$ cat src/rtl/rib_xbar.sv
// Registered request/ready crossbar: arbitrates NUM_MASTERS masters onto NUM_SLAVES
// address-decoded slaves, one transaction at a time, with timeout and error response.
module rib_xbar #(
  parameter int                     NUM_MASTERS = 4,
  parameter int                     NUM_SLAVES  = 8,
  parameter int                     ADDR_W      = 32,
  parameter int                     DATA_W      = 32,
  parameter int                     SEL_W       = 4,
  parameter bit                     ARB_RR      = 1'b1,
  parameter int                     TIMEOUT     = 255,
  parameter logic [NUM_MASTERS-1:0] HOLD_MASK   = 4'b1101
) (
  input  logic                                clk,
  input  logic                                rst_n,
  input  logic [NUM_MASTERS-1:0]              m_req_i,
  input  logic [NUM_MASTERS-1:0]              m_we_i,
  input  logic [NUM_MASTERS-1:0][ADDR_W-1:0]  m_addr_i,
  input  logic [NUM_MASTERS-1:0][DATA_W-1:0]  m_wdata_i,
  output logic [DATA_W-1:0]                   m_rdata_o,
  output logic [NUM_MASTERS-1:0]              m_ready_o,
  output logic                                m_err_o,
  output logic [NUM_SLAVES-1:0]               s_req_o,
  output logic                                s_we_o,
  output logic [ADDR_W-1:0]                   s_addr_o,
  output logic [DATA_W-1:0]                   s_wdata_o,
  input  logic [NUM_SLAVES-1:0][DATA_W-1:0]   s_rdata_i,
  input  logic [NUM_SLAVES-1:0]               s_ready_i,
  output logic                                hold_flag_o
);

  localparam int GNT_W = (NUM_MASTERS > 1) ? $clog2(NUM_MASTERS) : 1;
  localparam int CNT_W = (TIMEOUT > 0) ? $clog2(TIMEOUT + 1) : 1;
  localparam logic [CNT_W-1:0] TMO_CNT = CNT_W'(TIMEOUT);

  // ERR delays an unmapped response by one cycle so it lines up with a zero-wait access.
  typedef enum logic [1:0] {IDLE, ACCESS, ERR, RESP} state_t;

  state_t            state, state_nxt;
  logic [GNT_W-1:0]  grant, ptr, pick;
  logic              any_req;
  logic [SEL_W-1:0]  pick_sel, sel;
  logic              pick_mapped;
  logic [ADDR_W-1:0] addr_q;
  logic              we_q;
  logic [DATA_W-1:0] wdata_q, rdata_q;
  logic              err_q;
  logic [CNT_W-1:0]  wait_cnt;
  logic              slv_ready;
  logic [DATA_W-1:0] slv_rdata;
  logic              tmo;

  // Round-robin starts the search at ptr; fixed priority always starts at master 0.
  always_comb begin
    int idx;
    // NOTE: every combinational output gets a default before any branch, so no path
    // leaves it unassigned and no latch is inferred.
    pick    = '0;
    any_req = 1'b0;
    idx     = 0;
    for (int i = 0; i < NUM_MASTERS; i++) begin
      idx = ARB_RR ? (int'(ptr) + i) % NUM_MASTERS : i;
      if (!any_req && m_req_i[GNT_W'(idx)]) begin
        any_req = 1'b1;
        pick    = GNT_W'(idx);
      end
    end
  end

  assign pick_sel    = m_addr_i[pick][ADDR_W-1 -: SEL_W];
  assign pick_mapped = 32'(pick_sel) < 32'(NUM_SLAVES);
  assign sel         = addr_q[ADDR_W-1 -: SEL_W];

  always_comb begin
    slv_ready = 1'b0;
    slv_rdata = '0;
    s_req_o   = '0;
    for (int j = 0; j < NUM_SLAVES; j++) begin
      if (sel == SEL_W'(j)) begin
        slv_ready  = s_ready_i[j];
        slv_rdata  = s_rdata_i[j];
        s_req_o[j] = (state == ACCESS);
      end
    end
  end

  assign tmo = (TIMEOUT != 0) && (wait_cnt == TMO_CNT);

  always_comb begin
    state_nxt = state;
    case (state)
      IDLE:    if (any_req) state_nxt = pick_mapped ? ACCESS : ERR;
      ACCESS:  if (slv_ready || tmo) state_nxt = RESP;
      ERR:     state_nxt = RESP;
      RESP:    state_nxt = IDLE;
      default: state_nxt = IDLE;
    endcase
  end

  // NOTE: sequential state uses non-blocking assignments so every flop samples the
  // pre-edge values, independent of statement order.
  always_ff @(posedge clk or negedge rst_n) begin
    if (!rst_n) state <= IDLE;
    else        state <= state_nxt;
  end

  always_ff @(posedge clk or negedge rst_n) begin
    if (!rst_n) begin
      grant    <= '0;
      ptr      <= '0;
      addr_q   <= '0;
      we_q     <= 1'b0;
      wdata_q  <= '0;
      rdata_q  <= '0;
      err_q    <= 1'b0;
      wait_cnt <= '0;
    end else begin
      case (state)
        IDLE: if (any_req) begin
          grant    <= pick;
          addr_q   <= m_addr_i[pick];
          we_q     <= m_we_i[pick];
          wdata_q  <= m_wdata_i[pick];
          wait_cnt <= '0;
          if (!pick_mapped) begin
            err_q   <= 1'b1;
            rdata_q <= '0;
          end
        end
        // A ready in the same cycle the counter expires still completes normally.
        ACCESS: begin
          if (slv_ready) begin
            rdata_q <= slv_rdata;
            err_q   <= 1'b0;
          end else if (tmo) begin
            rdata_q <= '0;
            err_q   <= 1'b1;
          end else if (wait_cnt != '1) begin
            wait_cnt <= wait_cnt + 1'b1;
          end
        end
        RESP: ptr <= (grant == GNT_W'(NUM_MASTERS - 1)) ? '0 : grant + 1'b1;
        default: ;
      endcase
    end
  end

  assign m_ready_o = (state == RESP) ? (NUM_MASTERS'(1) << grant) : '0;
  assign m_err_o   = (state == RESP) && err_q;
  assign m_rdata_o = (state == RESP) ? rdata_q : '0;
  assign s_we_o    = (state == ACCESS) && we_q;
  assign s_addr_o  = (state == ACCESS) ? addr_q : '0;
  assign s_wdata_o = (state == ACCESS) ? wdata_q : '0;

  // Gated by rst_n so the hold flag reads 0 while reset is asserted, even with live requests.
  assign hold_flag_o = rst_n &&
                       ((|(m_req_i & HOLD_MASK)) || ((state != IDLE) && HOLD_MASK[grant]));

endmodule

$ cat config.mk
export PLATFORM = sky130hd
export DESIGN_NAME = rib_xbar
export DESIGN_NICKNAME = d
export VERILOG_FILES = /design/src/rtl/rib_xbar.sv
export SDC_FILE = /design/constraint.sdc
export NUM_CORES = 1
export LEC_CHECK = 0
export ABC_AREA = 1
export CORE_AREA = 2 2 248 250
export DETAILED_ROUTE_END_ITERATION = 6
export DIE_AREA = 0 0 250 252
export HOLD_SLACK_MARGIN = 0.02
export PLACE_DENSITY = 0.46
export SLEW_MARGIN = 25
export SYNTH_ARGS = -nofsm -noshare
export SYNTH_HDL_FRONTEND = slang
export SYNTH_SLANG_ARGS = --single-unit
export TNS_END_PERCENT = 5
$ cat constraint.sdc
create_clock -name clk -period 4.3 [get_ports clk]
set_input_delay 0.86 -clock clk [delete_from_list [all_inputs] [get_ports clk]]
set_output_delay 0.86 -clock clk [all_outputs]
set_load 0.005 [all_outputs]
==> results by stage <==
Floorplan:
- The die covers 63000 um2.
- The die span in y is 252 um.
- The width of the die is 250 um.
- The core area is 60100 um2.
- The initial core utilization is 0.163.
- Row generation in the floorplan step produced 90 rows.
- The number of top-level pins is 641.

Drt:
- The count of nets left with antenna violations after detail routing is 0.
- The routed wire length is 63.2 mm.
- The average routed wire per standard cell is 20.6 um.
- The initial detailed-routing violation count is 729.
- For this run, design rule violations remaining after detail routing come to 4.
- Using the TritonRoute via totals, the vias-per-cell ratio works out to 4.27.
- The first detailed-routing pass took 7 iterations.
- The total number of vias is 13100.

Logic synthesis:
- The synthesized design contains 112 register bits.
- The share of synthesized area in the top cell type comes to 0.298.
- The share of the Yosys chip area taken by registers is 0.285.
- The primary flip-flop cell chosen by synthesis mapping is sky130_fd_sc_hd__dfrtp_1.
- By area the synthesized netlist is led by sky130_fd_sc_hd__nand2_1, sky130_fd_sc_hd__dfrtp_1, sky130_fd_sc_hd__inv_1.
- The synthesized netlist contains 38 unique library cells.
- The number of enable flip-flop cells after synthesis is 0.
- The post-synthesis net count is 2237.
- After synthesis the cells add up to 9820 um2.
- The number of warnings reported in the yosys synthesis log is 0.
- The share of synthesized registers carrying an async set or reset is 1.00.
- The leading cell type by number of instances after synthesis is sky130_fd_sc_hd__nand2_1.
- Sorting the synthesized cells by how often they occur yields sky130_fd_sc_hd__nand2_1, sky130_fd_sc_hd__inv_1, sky130_fd_sc_hd__dfrtp_1, sky130_fd_sc_hd__nand3_1, sky130_fd_sc_hd__nor2_1.
- Each instance of the synthesized netlist takes up on average 5.78 um2.
- The instance count of the mapped netlist is 1699.
- sky130_fd_sc_hd__nand2_1 takes more of the synthesized area than any other cell.

CTS:
- The clock buffer count from CTS is 9.
- The clock network latency to the later pin of the worst-skew pair is 390 ps.
- Gates resized during post-CTS repair numbered 0.
- The clock transition at the registers of the reported paths is 90 ps.
- The number of buffers inserted for hold repair after clock tree synthesis is 0.
- The TritonCTS clock tree is done.
- The number of H-tree branching levels is 3.
- The clock tree root buffer cell is sky130_fd_sc_hd__clkbuf_16.
- The longest clock path from root to sink contains 2 buffers.
- The clock sink count is 112.
- The number of setup buffers added after CTS is 0.

Worst setup path:
- The setup check on the worst reg-to-reg path leaves a slack of 1070 ps.
- Following the worst setup path forward leads to its endpoint at s_req_o[3].
- The worst setup path is captured at an output port.
- The nature of the critical path startpoint is a register.
- The launch point of the worst reg-to-reg path is addr_q[31]$_DFFE_PN0P_.
- STA puts the critical path data arrival time at 2590 ps.
- The endpoint of the most critical register-to-register path is rdata_q[29]$_DFFE_PN0P_.
- The peak per-stage delay on the critical path is 540 ps.
- The worst setup path is of the register to output port kind.
- The required time at the worst-slack endpoint is 3440 ps.
- The critical path goes through inv_1, ha_4, clkinv_1, buf_4, nor3_1, clkdlybuf4s50_1.
- Tracing the worst setup path back leads to its startpoint at state[1]$_DFFE_PN0P_.
- The slowest stage of the critical path belongs to the cell sky130_fd_sc_hd__clkdlybuf4s50_1.
- Counting cells, the worst reg-to-reg path comes to 9.
- In this run the worst path has a maximum fanout of 30.

Power and ir drop:
- The static power due to leakage is 8.15 nW.
- The fraction of power consumed by the clock network is 0.085.
- The net switching power is 0.00610 W.
- The total design power is 0.0108 W.
- The cell area power density is 623 nW/um2.
- Of the total power, the share spent switching nets is 0.563.
- The relative contribution of combinational cells to total power is 0.748.
- The power share of the sequential group is 0.167.
- VDD sags by at most 504 uV.
- Cell internal power was estimated by the tool at 0.00473 W.

Placement:
- After legalization and detailed placement, the total HPWL measured 51.7 mm.
- At the end of routability-driven placement, the weighted congestion stood at 0.970.
- The number of placed instances, taps included, is 3048.
- Buffers placed on the I/O ports in this run total 640.

Global route:
- Entering global routing, the biggest net connects 107 pins.
- The number of antenna violations at the first check in global routing is 13.
- The first global-routing pass estimated 89.3 mm of wire.
- The via count of the first global-routing pass is 13200.
- Across every metal layer, demand over resource in global routing totals 0.193.
- The total global routing overflow is 0.

Timing:
- The worst pin sits at a relative slew slack of 0.306.
- The total count of max-transition violations in the final report is 0.
- The clock skew is 20.6 ps.
- The final critical-path share of the clock period is 0.801.
- The final setup TNS is 0 ps.
- The count of endpoints failing hold in the final timing report is 0.
- The clock period minus worst slack is 3450 ps.
- The maximum achievable frequency is 290 MHz.
- Setup violations remaining at the end of the flow were counted as 0.
- Setup repair after global routing left no endpoint under its margin.
- For the pin with the worst max-slew slack, the measured transition is 1040 ps.

Layout:
- For this run, the number of standard cells in the final layout without fillers is 3072.
- The proportion of layout cells with a drive suffix above 1 is 0.0508.
- Counting the fill cells in the layout gives 6771.
- In the final design database the tool counted 2815 nets.
- The area added between synthesis and finish is 76.8%.

Status:
- The run finished, with violations left.
- The checks that failed: design-rule violations.

Worst hold path:
- The class of the most critical hold timing path is register to register.

Flow run:
- Across the run, the number of max-cap violations was 0.
[power by group through the flow]
stage	registers (W)	logic (W)	clock network [W]
after global routing	0.00186	0.00900	0.00101
after global placement	0.00183	0.00820	0
after CTS	0.00181	0.00830	0.000977
after floorplan	0.00172	0.00488	0
after detailed placement	0.00183	0.00827	0
final	0.00181	0.00809	0.000922
[worst max-delay path: cells and delay by family (launching register included)]
kind / cells / cell delay [ps]
adders and majority gates: 1 / 410
buffers and inverters: 4 / 1090
and+or+nand+nor: 1 / 260
DFF: 1 / 410
[logic make-up (layout without fill, tap and decap cells)]
group | after synthesis | after routing | synth area share
AO/OA/AOI/OAI | 218 | 218 | 0.126
XOR/XNOR | 4 | 4 | 0.00357
adder cells (fa/ha/maj) | 8 | 8 | 0.0102
buffers and inverters | 279 | 862 | 0.117
flip-flops | 112 | 112 | 0.285
other | 0 | 8 | 0
AND/OR/NAND/NOR | 1078 | 1078 | 0.458
[final cells by class]
cell class	instances	area [um2]	share of cell area
Timing Repair Buffer	669	6680	0.385
Tap cell	782	978	0.0563
Clock inverter	7	76.3	0.00439
Clock buffer	9	225	0.0130
Multi-Input combinational cell	1308	5910	0.340
Antenna cell	8	20.0	0.00115
Sequential cell	112	2800	0.161
Inverter	177	672	0.0387
[layout by cell type (no fill, tap or decap), drive strengths merged]
| cell | synthesis | routed |
|---|---|---|
| nand4 | 31 | 31 |
| a21oi | 48 | 48 |
| buf | 43 | 30 |
| nor3 | 2 | 2 |
| nand3b | 1 | 1 |
| nor2 | 90 | 90 |
| inv | 175 | 176 |
| ha | 8 | 8 |
| a31oi | 1 | 1 |
| o22ai | 11 | 11 |
| xnor2 | 1 | 1 |
| clkinvlp | 0 | 1 |
| o211ai | 46 | 46 |
| diode | 0 | 8 |
| nand2 | 798 | 798 |
| clkbuf | 59 | 9 |
| a21boi | 4 | 4 |
| nand3 | 98 | 98 |
| clkinv | 2 | 7 |
| o21ai | 107 | 107 |
| dfrtp | 112 | 112 |
| o2111ai | 1 | 1 |
| xor2 | 3 | 3 |
| or2 | 58 | 58 |
| clkdlybuf4s50 | 0 | 639 |
[through the flow]
stage / hold slack (ps) / worst slack, ps / utilization / cell area, um2
final: 479 / 855 / 0.289 / 17400
after global placement: 456 / 561 / 0.283 / 17000
after CTS: 482 / 722 / 0.288 / 17300
after floorplan: 442 / 1880 / - / 9820
after detailed placement: 459 / 778 / 0.283 / 17000
after global routing: 503 / 630 / 0.289 / 17400
[sequential cells by signal, indices dropped and copies added, names as in the netlist]
signal and flops:
state 2, addr_q 32, err_q 1, ptr 2, wdata_q 32, grant 2, rdata_q 32, we_q 1
wait_cnt 8
[layer usage]
metal,track usage,part of all wire
met4,0.0717,0.029
met5,0,0.0011
met2,0.344,0.50
met3,0.0594,0.081
met1,0.215,0.39
[worst min-delay path by stage]
| stage | startpoint | endpoint | slack (ps) | depth (start not counted) |
|---|---|---|---|---|
| 4_1_cts | err_q$_DFFE_PN0P_ | err_q$_DFFE_PN0P_ | 480 | 2 |
| 3_3_place_gp | rdata_q[26]$_DFFE_PN0P_ | rdata_q[26]$_DFFE_PN0P_ | 460 | 2 |
| 3_5_place_dp | err_q$_DFFE_PN0P_ | err_q$_DFFE_PN0P_ | 460 | 2 |
| 2_1_floorplan | err_q$_DFFE_PN0P_ | err_q$_DFFE_PN0P_ | 440 | 2 |
| 5_1_grt | rdata_q[24]$_DFFE_PN0P_ | rdata_q[24]$_DFFE_PN0P_ | 500 | 2 |
| 6_report | rdata_q[1]$_DFFE_PN0P_ | rdata_q[1]$_DFFE_PN0P_ | 480 | 2 |
No activity file was read; power rests on OpenSTA's default activity.
